<file path="src/rtl/alu_rs_if.sv">
// Bus interface for the ALU reservation station: dispatch, CDB broadcast and
// ALU issue signals, grouped so the station and its neighbours share one bundle.
interface alu_rs_if;
  logic        flush_in;
  logic        disp_valid_in;
  logic        disp_ready_out;
  logic [3:0]  disp_func_in;
  logic [2:0]  disp_rob_ix_in;
  logic        disp_src1_rdy_in;
  logic        disp_src2_rdy_in;
  logic [31:0] disp_src1_in;
  logic [31:0] disp_src2_in;
  logic        cdb_valid_in;
  logic [2:0]  cdb_rob_ix_in;
  logic [31:0] cdb_data_in;
  logic        alu_ready_in;
  logic        alu_valid_out;
  logic [31:0] rval1_out;
  logic [31:0] rval2_out;
  logic [3:0]  aluFunc_out;
  logic [2:0]  rob_ix_out;

  modport master (
    output flush_in, disp_valid_in, disp_func_in, disp_rob_ix_in,
           disp_src1_rdy_in, disp_src2_rdy_in, disp_src1_in, disp_src2_in,
           cdb_valid_in, cdb_rob_ix_in, cdb_data_in, alu_ready_in,
    input  disp_ready_out, alu_valid_out, rval1_out, rval2_out,
           aluFunc_out, rob_ix_out
  );

  modport slave (
    input  flush_in, disp_valid_in, disp_func_in, disp_rob_ix_in,
           disp_src1_rdy_in, disp_src2_rdy_in, disp_src1_in, disp_src2_in,
           cdb_valid_in, cdb_rob_ix_in, cdb_data_in, alu_ready_in,
    output disp_ready_out, alu_valid_out, rval1_out, rval2_out,
           aluFunc_out, rob_ix_out
  );
endinterface

</file>
<file path="src/rtl/alu_rs.sv">
// ALU reservation station: DEPTH entries waiting on CDB tags, lowest-index
// dispatch and issue. Define ALU_RS_OCCUPANCY_EN to add the occupancy_out port.
module alu_rs #(
  parameter int DEPTH = 4
) (
  input  logic clk_in,
  input  logic rst_in,
  alu_rs_if.slave bus
`ifdef ALU_RS_OCCUPANCY_EN
  ,
  output logic [$clog2(DEPTH+1)-1:0] occupancy_out
`endif
);

  localparam int IW = $clog2(DEPTH);

  logic [DEPTH-1:0] valid;
  logic [DEPTH-1:0] src1_rdy;
  logic [DEPTH-1:0] src2_rdy;
  logic [3:0]       func   [DEPTH];
  logic [2:0]       rob_ix [DEPTH];
  logic [31:0]      src1   [DEPTH];
  logic [31:0]      src2   [DEPTH];
  logic             lockout;

  logic [DEPTH-1:0] issuable;
  logic             has_free;
  logic [IW-1:0]    free_ix;
  logic [IW-1:0]    issue_ix;
  logic             do_issue;
  logic             do_disp;
  logic             hit1;
  logic             hit2;
  logic             disp_rdy1;
  logic             disp_rdy2;
  logic [31:0]      disp_val1;
  logic [31:0]      disp_val2;

  // Selection looks only at registered entry state, so a slot freed or woken
  // this cycle becomes visible to dispatch/issue on the following cycle.
  always_comb begin
    issuable = valid & src1_rdy & src2_rdy;
    has_free = ~&valid;
    free_ix  = '0;
    issue_ix = '0;
    for (int i = DEPTH - 1; i >= 0; i--) begin
      if (!valid[i])
        free_ix = i[IW-1:0];
      if (issuable[i])
        issue_ix = i[IW-1:0];
    end
    do_issue = bus.alu_ready_in & (|issuable) & ~lockout & ~bus.flush_in;
    do_disp  = bus.disp_valid_in & has_free & ~bus.flush_in;

    hit1 = bus.cdb_valid_in & ~bus.disp_src1_rdy_in &
           (bus.disp_src1_in[2:0] == bus.cdb_rob_ix_in);
    hit2 = bus.cdb_valid_in & ~bus.disp_src2_rdy_in &
           (bus.disp_src2_in[2:0] == bus.cdb_rob_ix_in);
    disp_rdy1 = bus.disp_src1_rdy_in | hit1;
    disp_rdy2 = bus.disp_src2_rdy_in | hit2;
    disp_val1 = hit1 ? bus.cdb_data_in : bus.disp_src1_in;
    disp_val2 = hit2 ? bus.cdb_data_in : bus.disp_src2_in;
  end

  assign bus.disp_ready_out = has_free;

  // Lockout after every issue absorbs the ALU dropping ready one cycle late.
  always_ff @(posedge clk_in) begin
    if (!rst_in) begin
      valid             <= '0;
      lockout           <= 1'b0;
      bus.alu_valid_out <= 1'b0;
      bus.rval1_out     <= '0;
      bus.rval2_out     <= '0;
      bus.aluFunc_out   <= '0;
      bus.rob_ix_out    <= '0;
    end else if (bus.flush_in) begin
      valid             <= '0;
      lockout           <= 1'b0;
      bus.alu_valid_out <= 1'b0;
    end else begin
      lockout           <= do_issue;
      bus.alu_valid_out <= do_issue;

      for (int i = 0; i < DEPTH; i++) begin
        if (bus.cdb_valid_in && valid[i]) begin
          if (!src1_rdy[i] && src1[i][2:0] == bus.cdb_rob_ix_in) begin
            src1_rdy[i] <= 1'b1;
            src1[i]     <= bus.cdb_data_in;
          end
          if (!src2_rdy[i] && src2[i][2:0] == bus.cdb_rob_ix_in) begin
            src2_rdy[i] <= 1'b1;
            src2[i]     <= bus.cdb_data_in;
          end
        end
      end

      if (do_issue) begin
        valid[issue_ix] <= 1'b0;
        bus.rval1_out   <= src1[issue_ix];
        bus.rval2_out   <= src2[issue_ix];
        bus.aluFunc_out <= func[issue_ix];
        bus.rob_ix_out  <= rob_ix[issue_ix];
      end

      // The free slot is never a valid entry, so it cannot collide with issue.
      if (do_disp) begin
        valid[free_ix]    <= 1'b1;
        func[free_ix]     <= bus.disp_func_in;
        rob_ix[free_ix]   <= bus.disp_rob_ix_in;
        src1_rdy[free_ix] <= disp_rdy1;
        src2_rdy[free_ix] <= disp_rdy2;
        src1[free_ix]     <= disp_val1;
        src2[free_ix]     <= disp_val2;
      end
    end
  end

`ifdef ALU_RS_OCCUPANCY_EN
  localparam int CW = $clog2(DEPTH + 1);

  always_ff @(posedge clk_in) begin
    if (!rst_in || bus.flush_in)
      occupancy_out <= '0;
    else
      occupancy_out <= occupancy_out + CW'(do_disp) - CW'(do_issue);
  end
`endif

endmodule

</file>
<file path="src/flat_wrapper.sv">
// flat-port wrapper written by rule: the top's interface ports become plain ports
module alu_rs_flat 
#(
  parameter int DEPTH = 4
)
  (clk_in, rst_in, bus_flush_in, bus_disp_valid_in, bus_disp_func_in, bus_disp_rob_ix_in, bus_disp_src1_rdy_in, bus_disp_src2_rdy_in, bus_disp_src1_in, bus_disp_src2_in, bus_cdb_valid_in, bus_cdb_rob_ix_in, bus_cdb_data_in, bus_alu_ready_in, bus_disp_ready_out, bus_alu_valid_out, bus_rval1_out, bus_rval2_out, bus_aluFunc_out, bus_rob_ix_out);
  alu_rs_if bus_i ();
  input  logic clk_in;
  input  logic rst_in;
  input wire logic [$bits(bus_i.flush_in)-1:0] bus_flush_in;
  input wire logic [$bits(bus_i.disp_valid_in)-1:0] bus_disp_valid_in;
  input wire logic [$bits(bus_i.disp_func_in)-1:0] bus_disp_func_in;
  input wire logic [$bits(bus_i.disp_rob_ix_in)-1:0] bus_disp_rob_ix_in;
  input wire logic [$bits(bus_i.disp_src1_rdy_in)-1:0] bus_disp_src1_rdy_in;
  input wire logic [$bits(bus_i.disp_src2_rdy_in)-1:0] bus_disp_src2_rdy_in;
  input wire logic [$bits(bus_i.disp_src1_in)-1:0] bus_disp_src1_in;
  input wire logic [$bits(bus_i.disp_src2_in)-1:0] bus_disp_src2_in;
  input wire logic [$bits(bus_i.cdb_valid_in)-1:0] bus_cdb_valid_in;
  input wire logic [$bits(bus_i.cdb_rob_ix_in)-1:0] bus_cdb_rob_ix_in;
  input wire logic [$bits(bus_i.cdb_data_in)-1:0] bus_cdb_data_in;
  input wire logic [$bits(bus_i.alu_ready_in)-1:0] bus_alu_ready_in;
  output wire logic [$bits(bus_i.disp_ready_out)-1:0] bus_disp_ready_out;
  output wire logic [$bits(bus_i.alu_valid_out)-1:0] bus_alu_valid_out;
  output wire logic [$bits(bus_i.rval1_out)-1:0] bus_rval1_out;
  output wire logic [$bits(bus_i.rval2_out)-1:0] bus_rval2_out;
  output wire logic [$bits(bus_i.aluFunc_out)-1:0] bus_aluFunc_out;
  output wire logic [$bits(bus_i.rob_ix_out)-1:0] bus_rob_ix_out;
  assign bus_i.flush_in = bus_flush_in;
  assign bus_i.disp_valid_in = bus_disp_valid_in;
  assign bus_i.disp_func_in = bus_disp_func_in;
  assign bus_i.disp_rob_ix_in = bus_disp_rob_ix_in;
  assign bus_i.disp_src1_rdy_in = bus_disp_src1_rdy_in;
  assign bus_i.disp_src2_rdy_in = bus_disp_src2_rdy_in;
  assign bus_i.disp_src1_in = bus_disp_src1_in;
  assign bus_i.disp_src2_in = bus_disp_src2_in;
  assign bus_i.cdb_valid_in = bus_cdb_valid_in;
  assign bus_i.cdb_rob_ix_in = bus_cdb_rob_ix_in;
  assign bus_i.cdb_data_in = bus_cdb_data_in;
  assign bus_i.alu_ready_in = bus_alu_ready_in;
  assign bus_disp_ready_out = bus_i.disp_ready_out;
  assign bus_alu_valid_out = bus_i.alu_valid_out;
  assign bus_rval1_out = bus_i.rval1_out;
  assign bus_rval2_out = bus_i.rval2_out;
  assign bus_aluFunc_out = bus_i.aluFunc_out;
  assign bus_rob_ix_out = bus_i.rob_ix_out;
  alu_rs #(.DEPTH(DEPTH)) u_core (.clk_in(clk_in), .rst_in(rst_in), .bus(bus_i));
endmodule
</file>
<file path="config.mk">
export PLATFORM = sky130hd
export DESIGN_NAME = alu_rs_flat
export DESIGN_NICKNAME = d
export VERILOG_FILES = /design/src/rtl/alu_rs_if.sv /design/src/rtl/alu_rs.sv /design/src/flat_wrapper.sv
export SDC_FILE = /design/constraint.sdc
export NUM_CORES = 1
export LEC_CHECK = 0
export ABC_AREA = 1
export CAP_MARGIN = 15
export CORE_UTILIZATION = 25
export CTS_CLUSTER_SIZE = 10
export DETAILED_ROUTE_END_ITERATION = 6
export GPL_TIMING_DRIVEN = 0
export PLACE_DENSITY_LB_ADDON = 0.05
export SLEW_MARGIN = 10
export SYNTH_ARGS = -nofsm -noshare
export SYNTH_HDL_FRONTEND = slang
export SYNTH_SLANG_ARGS = --single-unit
</file>
<file path="constraint.sdc">
create_clock -name clk_in -period 7.8 [get_ports clk_in]
set_clock_uncertainty 0.15 [all_clocks]
set_input_delay 1.17 -clock clk_in [delete_from_list [all_inputs] [get_ports clk_in]]
set_output_delay 1.17 -clock clk_in [all_outputs]
set_load 0.01 [all_outputs]
</file>
-- Word level (Yosys, flattened, before mapping)
Memory sizes are Yosys's and may differ from the RTL's. A register that Yosys moved wholly into a read port is not among the register bits.
Cells that the tools add are included.
- register bits: 13
- latch bits: 0
- memory bits (writable): 284
- ROM bits: 0
- memories kept: 4
- add/sub/neg operators: 0
- multiply operators: 0
- divide/modulo/power cells: 0
- $lt $le $gt $ge: 4
- equal/unequal tests: 10
- shift operators: 0
- mux-type cells: 98
- bitwise operators: 21
- reduce and logical (&&, ||, !) cells: 32
- memories (name ; words ; bits a word ; read ports ; clocked after memory_dff ; write ports ; line ; source):
    u_core.src1 ; 4 ; 32 ; 5 ; 1 ; 5 ; alu_rs.sv:22 ; logic [31:0] src1 [DEPTH];
    u_core.src2 ; 4 ; 32 ; 5 ; 1 ; 5 ; alu_rs.sv:23 ; logic [31:0] src2 [DEPTH];
    u_core.func ; 4 ; 4 ; 1 ; 1 ; 1 ; alu_rs.sv:20 ; logic [3:0] func [DEPTH];
    u_core.rob_ix ; 4 ; 3 ; 1 ; 1 ; 1 ; alu_rs.sv:21 ; logic [2:0] rob_ix [DEPTH];
- operators by type and width (operator ; count):
    two-way mux 1 bit ; 78
    two-way mux 32 bit ; 2
    equality test 3 bit ; 10
    two-way mux 4 bit ; 6
    two-way mux 2 bit ; 8
    logical AND 1 bit ; 14
    zero test 1 bit ; 13
    bitwise AND 4 bit ; 3
    bitwise AND 1 bit ; 9
    bitwise mux 4 bit ; 2
    less-than comparator 2 x 3 -> 1 bit (second input constant) ; 2
    inverter 1 bit ; 5
    demux 1 bit (select 2 bit) ; 2
    greater-or-equal comparator 2 x 1 -> 1 bit (second input constant) ; 2
    inverter 4 bit ; 1
    bitwise OR 4 bit ; 1
    AND reduction 2 bit ; 2
    AND reduction 4 bit ; 1
    OR reduction 4 bit ; 1
    bitwise OR 1 bit ; 2
    OR reduction 2 bit ; 1

-- Logic depth before layout (Yosys ltp)
Gate-level depths: netlist (run 1).
- depth after elaboration: 17
- mapped depth: 13
- mapped depth without buffers: 10

-- Worst setup path after synthesis (run 1)
Ideal clock, no wire load.
- kind: in2reg
- start: input rst_in
- end: memory u_core.src1[3][0] (enable)
- library setup time: 0.470 ns
- arrival: 4.548 ns
- setup slack: 2.632 ns
- stages: 5
- path buffers: 1
- cells stage by stage: buf_2 > inv_1 > nor2_2 > inv_1 > o31ai_1
- RTL lines (element ; line ; source):
    start, declared ; flat_wrapper.sv:9 ; input logic rst_in;
    end, declared ; alu_rs.sv:22 ;

==> summary.md, run 1 <==
| Metric | Value |
|---|---|
| Status | `finished, final reports clean` |
| Post-CTS Repair Setup Buffers | `0` |
| Category of the worst setup path capture point | `register` |
| Effective utilization at floorplan | `around a quarter` |
| Post-route clock period utilization | `54.4%` |
| Maximum resistive drop on vdd | `0.140 mV` |
| Post-Synthesis Cells | `1951` |
| Die W | `~270 um` |
| Post-Route Setup TNS | `0 ns` |
| Detail-routed net length per standard cell | `25.6 um` |
| Number of buffers added on ports | `approximately 180` |
| Number of buffers on the longest clock path | `3` |
| DRC violations left | `0` |
| Maximum number of pins on one net before global-route repair | `33` |
| Number of maximum-capacitance constraint violations | `0` |
| Seq/Total Area, Yosys | `around three fifths` |
| Beginning of the worst hold path | `u_core.func[0][3]` |
| Relative area change from synthesis to final layout | `27.7%` |
| Required @ worst endpoint | `7.93 ns` |
| TritonCTS clock tree | `done` |
| Number of buffer and inverter stages on the critical path | `7` |
| Unrepaired setup endpoints after global routing | `false` |
| Area of the core region | `69100 um^2` |
| Worst hold slack | `0.366 ns` |
| ANT nets after route | `0` |
| Detailed-route vias per instance | `4.82` |
| Critical Path Start | `bus_flush_in` |
| Top post-synthesis cells by count | `sky130_fd_sc_hd__nand2_1, sky130_fd_sc_hd__edfxtp_1, sky130_fd_sc_hd__o21ai_1` |
| Number of hold buffers added after cts | `0` |
| Cell with the most instances after synthesis | `sky130_fd_sc_hd__nand2_1` |
| Rows | `96` |
| Data arrival, critical path | `about 4.4 ns` |
| Area contributors post-synth | `sky130_fd_sc_hd__edfxtp_1, sky130_fd_sc_hd__nand2_1, sky130_fd_sc_hd__dfxtp_1, sky130_fd_sc_hd__o21ai_1, sky130_fd_sc_hd__nor2_1` |
| Type of the most critical hold path | `reg2reg` |
| Min Clock Period, post-route | `4.25 ns` |
| ANT cells | `0` |
| Total clock sinks | `approximately 370` |
| Global-route wire length before repair | `113000 um` |
| Clock transition at the registers of the reported paths | `0.06 ns` |
| Antenna violations before repair | `0` |
| DP Area | `approximately 21000 um^2` |
| Fmax | `0.236 GHz` |
| Detailed router's first-iteration violation count | `around 1400` |
| Final Routed Wirelength | `81000 um` |
| Detailed placement HPWL | `~56000 um` |
| Dominant cell type by area after synthesis | `sky130_fd_sc_hd__edfxtp_1` |
| Root buffer cell | `sky130_fd_sc_hd__clkbuf_16` |
| EDFF count, synth | `292` |
| Max incr delay on CP | `roughly 0.75 ns` |
| Flip-flop cell with the highest count after synthesis | `sky130_fd_sc_hd__edfxtp_1` |
| Final global-route overflow total | `0` |
| Average instance area after synthesis | `roughly 9 um^2` |
| Actual transition at the worst max-transition pin | `approximately 1.1 ns` |
| Total GRT Usage | `22.6%` |
| Total clock buffers created by CTS | `46` |
| Length of the first detailed-routing pass in iterations | `5` |
| Lkg Pwr | `just under 9 nW` |
| Boundary Pins | `approximately 190` |
| Seq cells post-synth | `368` |
| Largest fanout on the critical path | `10` |
| Final count of negative-setup-slack endpoints | `0` |
| Design Area, Final | `22400 um^2` |
| Pre-CTS worst setup slack | `around 3.1 ns` |
| Crit-path leading delay family | `buffers and inverters` |
| Worst slew margin relative to its limit | `between 20% and 30%` |
| Yosys warns | `0` |
| Kind of launch point of the worst setup path | `input pin` |
| Synthesized Nets | `2065` |
| Fin. Hold Viols | `0` |
| CTS H-Tree Depth | `2` |
| Ys async rst share | `0%` |
| Final worst slack | `3.55 ns` |
| Count of nets after finishing | `2313` |
| Post-Synthesis Cell Area | `roughly 18000 um^2` |
| Post-synthesis cell type count | `37` |
| CP max-delay cell | `sky130_fd_sc_hd__nor2_2` |
| FF-to-FF Start | `u_core.valid[1]` |
| Latest clock arrival within the worst-skew pair | `0.59 ns` |
| Overall via count from detail_route | `between 15000 and 20000` |
| Type of the setup path with the least slack | `in2reg` |
| Layout cells sized above 1 | `a little under a tenth` |
| Proportion of netlist area held by the largest area contributor | `between 40% and 50%` |
| Die Outline Area | `71200 um^2` |
| Final Max Tran Viols | `0` |
| Power density over cell area | `204 nW/um^2` |
| CTS resizes | `0` |
| Die boundary height | `267 um` |
| Final weighted congestion in routability-driven placement | `0.840` |
| Critical path cell sequence | `clkdlybuf4s50_1, inv_2, nand2_1, inv_1, nand2_1, nor2_2, inv_2, clkbuf_1, o31ai_4, buf_8, buf_8` |
| Vias in the first global route | `~15000` |
==> per-stage QoR <==
step                      utilization, %  instances  power, W
final                               32.4       3167   0.00457
after global routing                32.4       3167   0.00470
after CTS                           32.4       3167   0.00462
after detailed placement            30.3       3082   0.00251
after global placement              29.7       3065   0.00250
after floorplan                        -       1951   0.00234
==> final timing paths <==
| check | end | slack, ns | cells after the start |
|---|---|---|---|
| worst min-delay path | u_core.bus.aluFunc_out[3] | 0.37 | 2 |
| worst max-delay path | u_core.src2[2][13] | 3.55 | 11 |
| worst min register to register | u_core.bus.aluFunc_out[3] | 0.37 | 2 |
| worst max register to register | u_core.src2[2][13] | 4.22 | 9 |
==> final cells by class <==
class	instances	area [um^2]
Fill cell	7220	46700
Buffer	115	666
Inverter	189	712
Tap cell	931	1160
Multi-Input combinational cell	1279	5970
Timing Repair Buffer	200	2140
Sequential cell	368	10300
Clock inverter	4	18.8
Clock buffer	81	1440
==> metal layers <==
metal	up-vias	routed length (um)	track usage (%)
li1	7095	-	-
met3	118	4240	2.66
met4	0	2290	7.22
met2	559	37900	37.4
met1	7506	36500	30.8
met5	-	0	0
==> layout by cell type, fill, tap and decap left out, types with 12 or more instances in the layout <==
master	instances
sky130_fd_sc_hd__a21oi_1	60
sky130_fd_sc_hd__inv_1	177
sky130_fd_sc_hd__dfxtp_1	76
sky130_fd_sc_hd__nor2_1	205
sky130_fd_sc_hd__o21ai_1	289
sky130_fd_sc_hd__nand3_1	152
sky130_fd_sc_hd__edfxtp_1	292
sky130_fd_sc_hd__clkbuf_16	49
sky130_fd_sc_hd__clkdlybuf4s50_1	183
sky130_fd_sc_hd__buf_6	18
sky130_fd_sc_hd__buf_2	34
sky130_fd_sc_hd__buf_4	12
sky130_fd_sc_hd__o21ai_0	61
sky130_fd_sc_hd__nand2_1	423
sky130_fd_sc_hd__o21ai_2	30
sky130_fd_sc_hd__clkbuf_1	70
==> registers in the layout (all words and copies together), names as in the netlist <==
| name | cells |
|---|---|
| u_core.src1 | 128 |
| u_core.src2 | 128 |
| u_core.bus.rval1_out | 32 |
| u_core.bus.rval2_out | 32 |
| u_core.func | 16 |
| u_core.rob_ix | 12 |
| u_core.bus.aluFunc_out | 4 |
| u_core.src1_rdy | 4 |
| u_core.src2_rdy | 4 |
| u_core.valid | 4 |
| u_core.bus.rob_ix_out | 3 |
| u_core.bus.alu_valid_out | 1 |
==> worst register-to-register path, cell delays in order (launching register included) <==
cell and delay, ns:
sky130_fd_sc_hd__dfxtp_1 0.45, sky130_fd_sc_hd__nand2_1 0.13, sky130_fd_sc_hd__nor2_1 0.10, sky130_fd_sc_hd__nand2_1 0.17
sky130_fd_sc_hd__nor2_2 0.75, sky130_fd_sc_hd__inv_2 0.23, sky130_fd_sc_hd__clkbuf_1 0.47, sky130_fd_sc_hd__o31ai_4 0.36
sky130_fd_sc_hd__buf_8 0.27, sky130_fd_sc_hd__buf_8 0.19
==> kinds of logic (layout without fill, tap and decap cells) <==
group,Yosys count,count (layout),synth area share [%]
DFF,368,368,58.6
AOI/OAI and AO/OA,453,453,13.7
and+or+nand+nor,813,813,19.2
xor gates and xnor gates,13,13,0.649
buffers and inverters,304,589,7.85
==> power breakdown <==
group	switching (W)	leakage (nW)	internal, W
registers	0.00000830	3.25	0.00214
logic	0.000200	4.80	0.000116
clock network	0.000873	0.709	0.00124
No activity file was read; power rests on OpenSTA's default activity.
==> inputs of run 2 (changes only) <==
- clock period: 7.8 -> 3.6 ns (I/O delays scaled with it)
==> run 2 against run 1 <==
  * The flow now finishes with violations (DRC, setup timing)
  * Global-route usage fell by 0.37 points
  * Total power rose by 110%
  * Cell count did not move
  * Clock-buffer cell count fell by 6
  * Die area did not move
  * Non-clock buffer count did not move
  * Design area fell by 0.12%
  * Routed wire length fell by 1.4%
==> summary.md, run 2 (synthesis results as in run 1) <==
| Metric | Value |
|---|---|
| Total clock sinks | `368` |
| CTS resizes | `0` |
| Boundary Pins | `about 190` |
| End of the worst register-to-register path | `u_core.src1[2][16]` |
| Largest fanout on the critical path | `10` |
| Critical path cell sequence | `clkdlybuf4s50_1, inv_2, nand2_1, inv_1, nand2_1, nor2_2, inv_2, clkbuf_1, o31ai_4, buf_8, buf_8` |
| P_sw | `0.00233 W` |
| DP Area | `21000 um^2` |
| DRC violations left | `2` |
| Die boundary height | `267 um` |
| Layout cells sized above 1 | `9.30%` |
| Required @ worst endpoint | `around 3.7 ns` |
| Latest clock arrival within the worst-skew pair | `0.58 ns` |
| Detailed-route vias per instance | `4.81` |
| Actual transition at the worst max-transition pin | `approximately 1.1 ns` |
| Type of the most critical hold path | `in2reg` |
| Number of buffers added on ports | `approximately 180` |
| Detailed router's first-iteration violation count | `approximately 1600` |
| Detailed placement HPWL | `55500 um` |
| Vias in the first global route | `approximately 15000` |
| CTS H-Tree Depth | `2` |
| FF-to-FF Start | `u_core.valid[1]` |
| Maximum resistive drop on vdd | `about 0.24 mV` |
| CP max-delay cell | `sky130_fd_sc_hd__nor2_2` |
| Clock group share of total power | `around 45%` |
| Violated checks | `DRC, setup timing` |
| WHS Endpoint | `u_core.bus.rval2_out[24]` |
| Sw Share | `23.8%` |
| Beginning of the worst hold path | `rst_in` |
| Number of maximum-capacitance constraint violations | `0` |
| Total clock buffers created by CTS | `46` |
| Top flop regs | `u_core.src1 x128, u_core.src2 x128` |
| Total of fill cells in the finished design | `7193` |
| Worst slew margin relative to its limit | `roughly 28%` |
| Min Clock Period, post-route | `3.61 ns` |
| Maximum number of pins on one net before global-route repair | `33` |
| Type of the setup path with the least slack | `in2reg` |
| Post-layout utilization of the core | `32.4%` |
| Number of cell instances on the worst register-to-register path | `9` |
| Antenna violations before repair | `0` |
| TritonCTS clock tree | `done` |
| Worst hold stages | `3` |
| Unrepaired setup endpoints after global routing | `false` |
| Power density over cell area | `between 400 and 500 nW/um^2` |
| Root buffer cell | `sky130_fd_sc_hd__clkbuf_16` |
| Fmax | `about 0.28 GHz` |
| Count of nets after finishing | `2313` |
| Area of the core region | `about 69000 um^2` |
| Most frequent standard cell in the layout excluding fill and tap cells | `sky130_fd_sc_hd__nand2_1` |
| Fin. Hold Viols | `0` |
| Internal power | `0.00746 W` |
| Final weighted congestion in routability-driven placement | `0.845` |
| Clock transition at the registers of the reported paths | `around 0.060 ns` |
| Number of buffers on the longest clock path | `3` |
| ANT nets after route | `0` |
| Status | `complete, but fails checks` |
| Rows | `96` |
| Die W | `267 um` |
| Effective utilization at floorplan | `25.4%` |
| Length of the first detailed-routing pass in iterations | `7` |
| Lkg Pwr | `8.75 nW` |
| Relative area change from synthesis to final layout | `27.5%` |
| Comb pwr share | `7.0%` |
| ANT cells | `0` |
| Final count of negative-setup-slack endpoints | `8` |
| Design Area, Final | `22400 um^2` |
| Post-route clock period utilization | `100%` |
| Post-CTS Repair Setup Buffers | `0` |
| Die Outline Area | `71200 um^2` |
| Overall via count from detail_route | `15200` |
| Category of the worst setup path capture point | `register` |
| Final Routed Wirelength | `79800 um` |
| Total GRT Usage | `22.3%` |
| Register-to-register setup slack | `0.04 ns` |
| Most frequent cells in the layout | `sky130_fd_sc_hd__nand2_1, sky130_fd_sc_hd__edfxtp_1, sky130_fd_sc_hd__o21ai_1, sky130_fd_sc_hd__nor2_1, sky130_fd_sc_hd__clkdlybuf4s50_1` |
| Final global-route overflow total | `0` |
| Global-route wire length before repair | `110000 um` |
| Detail-routed net length per standard cell | `25.2 um` |
| Kind of launch point of the worst setup path | `input pin` |
| Data arrival, critical path | `3.75 ns` |
| Max incr delay on CP | `~0.76 ns` |
| Final worst slack | `-0.0141 ns` |
| Final Max Tran Viols | `0` |
| Sequential cell fraction of total power | `47.5%` |
| Number of hold buffers added after cts | `0` |
-- run 2: cell types whose count changed in the layout (fill, tap and decap cells not counted) --
cell	delta
sky130_fd_sc_hd__buf_6	+1
sky130_fd_sc_hd__buf_8	-2
sky130_fd_sc_hd__buf_12	-2
sky130_fd_sc_hd__clkbuf_1	-1
sky130_fd_sc_hd__clkbuf_8	-5
sky130_fd_sc_hd__clkinv_1	+6
sky130_fd_sc_hd__buf_16	+3
-- run 2: layer usage --
layer  track usage (%)  up-vias  part of all wire (%)
li1                  -     7116                     -
met1              30.6     7460                    45
met2              36.7      551                    47
met3              2.47      118                   5.3
met4              6.59        0                   2.6
met5                 0        -                     0
-- run 2: how the worst max path moves through the flow --
| stage | from | end | slack [ns] | cells after the start |
|---|---|---|---|---|
| floorplan | rst_in | u_core.src1[3][0] | -0.94 | 5 |
| global placement | rst_in | u_core.src1[3][13] | -5.04 | 5 |
| detailed placement | bus_flush_in | u_core.src1[2][16] | -0.56 | 11 |
| CTS | bus_flush_in | u_core.src1[2][16] | 0.05 | 11 |
| global route | bus_flush_in | u_core.src1[2][16] | 0.007 | 11 |
| finish | bus_flush_in | u_core.src1[2][16] | -0.01 | 11 |
-- run 2: final cells by class --
type,instances,area [um^2],share of cell area (%)
buffer,115,666,2.97
clock buffer,75,1360,6.09
clock inverter,10,41.3,0.185
inverter,189,712,3.18
multi-input combinational,1279,5970,26.7
sequential,368,10300,46.0
tap,931,1160,5.21
timing repair buffer,200,2170,9.69
-- run 2: power by group through the flow --
stage	Clock (W)	Sequential (W)	Combinational [W]
after detailed placement	0	0.00474	0.000690
after global routing	0.00469	0.00465	0.000749
after global placement	0	0.00474	0.000682
after CTS	0.00453	0.00465	0.000694
after floorplan	0	0.00474	0.000327
final	0.00444	0.00465	0.000690
-- run 2: stage by stage --
step                      setup TNS (ns)  setup WS [ns]  instances  hold slack [ns]  power [W]
after floorplan                   -90.06         -0.938       1951            0.339    0.00506
after global placement           -834.82          -5.04       3065            0.350    0.00542
after detailed placement          -41.11         -0.562       3082            0.354    0.00543
after CTS                              0         0.0469       3167            0.220    0.00987
after global routing                   0        0.00674       3167            0.233     0.0101
final                            -0.0641        -0.0141       3167            0.273    0.00979
-- run 2: worst max-delay path, delay by kind of cell --
kind	cells	cell delay [ns]
compound gates	1	0.34
buf+inv	7	1.76
simple gates	3	1.06
==> inputs of run 3 (changes only) <==
- ABC_AREA: 1 -> default
- CTS_BUF_LIST: default -> sky130_fd_sc_hd__clkbuf_8
==> run 3 against run 2 <==
  * The run now ends clean
  * Area after synthesis is 1.3% lower
  * Setup slack better by 0.43 ns
  * Worst hold slack better by 0.081 ns
  * Sequential power hardly changed
  * Design area is 0.87% lower
  * Combinational power decreased by 4.1%
  * Global-route usage fell by 3.3 points
  * Critical endpoint is now u_core.src2[0][3]
  * Largest cell class unchanged
  * Largest power group unchanged
==> summary.md, run 3 <==
| Metric | Value |
|---|---|
| Seq/Total Area, Yosys | `approximately three fifths` |
| Yosys warns | `0` |
| Detailed placement HPWL | `between 40000 and 50000 um` |
| Total GRT Usage | `19.0%` |
| Seq cells post-synth | `368` |
| Effective utilization at floorplan | `around a quarter` |
| Sw Share | `about a quarter` |
| Root buffer cell | `sky130_fd_sc_hd__clkbuf_8` |
| Count of nets after finishing | `1746` |
| Die W | `around 270 um` |
| Worst hold slack | `between 0.3 and 0.4 ns` |
| Status | `finished, final reports clean` |
| Total of fill cells in the finished design | `6943` |
| DRC violations left | `0` |
| Number of hold buffers added after cts | `0` |
| Rows | `96` |
| Number of maximum-capacitance constraint violations | `0` |
| Post-route clock period utilization | `88.3%` |
| Area contributors post-synth | `sky130_fd_sc_hd__edfxtp_1, sky130_fd_sc_hd__mux2_2, sky130_fd_sc_hd__dfxtp_1, sky130_fd_sc_hd__a31oi_1, sky130_fd_sc_hd__mux2_1` |
| Layout cells sized above 1 | `~21%` |
| Length of the first detailed-routing pass in iterations | `5` |
| Multi-input gate area | `~6500 um^2` |
| Min Clock Period, post-route | `3.18 ns` |
| Global-route wire length before repair | `94900 um` |
| Number of buffers added on ports | `183` |
| Dominant cell type by area after synthesis | `sky130_fd_sc_hd__edfxtp_1` |
| Power density over cell area | `432 nW/um^2` |
| Most frequent standard cell in the layout excluding fill and tap cells | `sky130_fd_sc_hd__edfxtp_1` |
| Lkg Pwr | `7.91 nW` |
| Proportion of netlist area held by the largest area contributor | `50.7%` |
| Internal power | `0.00727 W` |
| Final global-route overflow total | `0` |
| Detail-routed net length per standard cell | `25.5 um` |
| Antenna violations before repair | `5` |
| Overall via count from detail_route | `around 12000` |
| Number of cell instances on the worst register-to-register path | `6` |
| P_sw | `between 0.002 and 0.0025 W` |
| Vias in the first global route | `13000` |
| Beginning of the worst hold path | `u_core.func[0][2]` |
| Most frequent cells in the layout | `sky130_fd_sc_hd__edfxtp_1, sky130_fd_sc_hd__mux2_2, sky130_fd_sc_hd__clkdlybuf4s50_1, sky130_fd_sc_hd__a31oi_1, sky130_fd_sc_hd__clkbuf_8` |
| Post-synthesis cell type count | `44` |
| Detailed-route vias per instance | `4.76` |
| Post-Synthesis Cells | `1353` |
| Final Routed Wirelength | `66800 um` |
| Maximum number of pins on one net before global-route repair | `20` |
| Critical Path Start | `rst_in` |
| Total clock buffers created by CTS | `74` |
| Category of the worst setup path capture point | `register` |
| TritonCTS clock tree | `done` |
| Kind of launch point of the worst setup path | `input pin` |
| Top flop regs | `u_core.src1 x128, u_core.src2 x128` |
| Unrepaired setup endpoints after global routing | `false` |
| Post-CTS Repair Setup Buffers | `0` |
| Area of the core region | `between 60000 and 70000 um^2` |
| Number of buffers on the longest clock path | `3` |
| Boundary Pins | `187` |
| CTS resizes | `0` |
| Top post-synthesis cells by count | `sky130_fd_sc_hd__edfxtp_1, sky130_fd_sc_hd__mux2_2, sky130_fd_sc_hd__a31oi_1` |
| Final weighted congestion in routability-driven placement | `0.800` |
| FF-to-FF Start | `u_core.src2_rdy[0]` |
| Cell with the most instances after synthesis | `sky130_fd_sc_hd__edfxtp_1` |
| Post-Route Setup TNS | `0 ns` |
| Total clock sinks | `368` |
| Clock transition at the registers of the reported paths | `roughly 0.06 ns` |
| WHS Endpoint | `u_core.bus.aluFunc_out[2]` |
| Type of the setup path with the least slack | `in2reg` |
| Relative area change from synthesis to final layout | `28.2%` |
| Sequential cell fraction of total power | `about half` |
| Fin. Hold Viols | `0` |
| Largest fanout on the critical path | `10` |
| EDFF count, synth | `292` |
| Flip-flop cell with the highest count after synthesis | `sky130_fd_sc_hd__edfxtp_1` |
| Maximum resistive drop on vdd | `0.207 mV` |
| ANT nets after route | `0` |
| Data arrival, critical path | `about 3.4 ns` |
| Final count of negative-setup-slack endpoints | `0` |
| Fmax | `0.314 GHz` |
| Detailed router's first-iteration violation count | `871` |
| Synthesized Nets | `1467` |
| Ys async rst share | `0%` |
| Latest clock arrival within the worst-skew pair | `0.63 ns` |
| Register-to-register setup slack | `0.42 ns` |
| Comb pwr share | `6.9%` |
| Type of the most critical hold path | `reg2reg` |
| End of the worst register-to-register path | `u_core.bus.rval2_out[18]` |
| Worst hold stages | `2` |
| Actual transition at the worst max-transition pin | `0.972 ns` |
| CTS H-Tree Depth | `3` |
| Final Max Tran Viols | `0` |
| Average instance area after synthesis | `around 13 um^2` |
| Clock group share of total power | `approximately 44%` |
| Worst slew margin relative to its limit | `35.2%` |
| Die Outline Area | `roughly 70000 um^2` |
| Area taken by flip-flops and latches | `10300 um^2` |
| Post-Synthesis Cell Area | `approximately 17000 um^2` |
| Die boundary height | `265 um` |
| Required @ worst endpoint | `3.82 ns` |
[run 3: cell types whose count changed after synthesis, sizes merged, moves of 68 or more]
cell | before | now
a31oi | 2 | 143
inv | 188 | 5
mux2 | 0 | 256
nand2 | 429 | 12
nand2b | 0 | 73
nand3 | 155 | 4
nor2 | 213 | 83
nor3 | 8 | 76
o21ai | 384 | 71
or3 | 0 | 72
[run 3: how the worst max path moves through the flow]
stage	slack, ns	end	cells past startpoint
finish	0.42	u_core.src2[0][3]	6
global route	0.29	u_core.bus.rval2_out[20]	7
CTS	0.40	u_core.bus.rval2_out[18]	6
detailed placement	-0.21	u_core.src1[3][21]	7
global placement	-2.42	u_core.src1[1][16]	4
floorplan	0.06	u_core.src2[1][0]	4
[run 3: cell type report]
class,instances,area share [%]
flip-flops and latches,368,46.4
multi-input cells,870,29.4
repair buffers,203,9.84
clock buffers,90,5.58
well taps,931,5.25
plain buffers,110,2.53
clock inverters,45,0.902
inverters,5,0.0846
diodes,1,0.0113
[run 3: per-layer routing]
metal | vias to the layer above | routed length [um] | track usage (%)
met3 | 86 | 3040 | 3.15
met5 | - | 29 | 0
met2 | 335 | 32200 | 31.7
met1 | 6320 | 30400 | 25.1
li1 | 5741 | - | -
met4 | 4 | 1180 | 5.42
[run 3: logic make-up after synthesis]
logic type / Yosys count / share of synthesized area [%]
xor+xnor: 30 / 1.52
mux: 256 / 16.7
simple gates: 347 / 10.8
flops: 368 / 59.4
buf+inv: 115 / 3.35
compound gates: 237 / 8.20
[run 3: per-stage QoR]
| step | utilization [%] | cells | instance area, um^2 | worst slack, ns | total power [W] |
|---|---|---|---|---|---|
| finish | 32.3 | 2623 | 22200 | 0.420 | 0.00957 |
| global route | 32.3 | 2623 | 22200 | 0.290 | 0.00994 |
| CTS | 32.3 | 2622 | 22200 | 0.397 | 0.00972 |
| detailed placement | 30.2 | 2487 | 20700 | -0.215 | 0.00542 |
| global placement | 29.7 | 2467 | 20300 | -2.42 | 0.00540 |
| floorplan | - | 1353 | 17300 | 0.0564 | 0.00504 |
[run 3: worst max-delay path: stages]
cell and delay [ns]:
sky130_fd_sc_hd__clkdlybuf4s50_1 0.67, sky130_fd_sc_hd__nand3b_1 0.32, sky130_fd_sc_hd__nor2_2 0.72, sky130_fd_sc_hd__nand2_1 0.42, sky130_fd_sc_hd__buf_2 0.39, sky130_fd_sc_hd__mux2_2 0.33
[run 3: power by group through the flow]
stage	Sequential, W	Clock, W	Combinational [W]
2_1_floorplan	0.00475	0	0.000293
5_1_grt	0.00466	0.00456	0.000716
3_5_place_dp	0.00475	0	0.000667
6_report	0.00466	0.00425	0.000662
3_3_place_gp	0.00475	0	0.000645
4_1_cts	0.00466	0.00439	0.000672
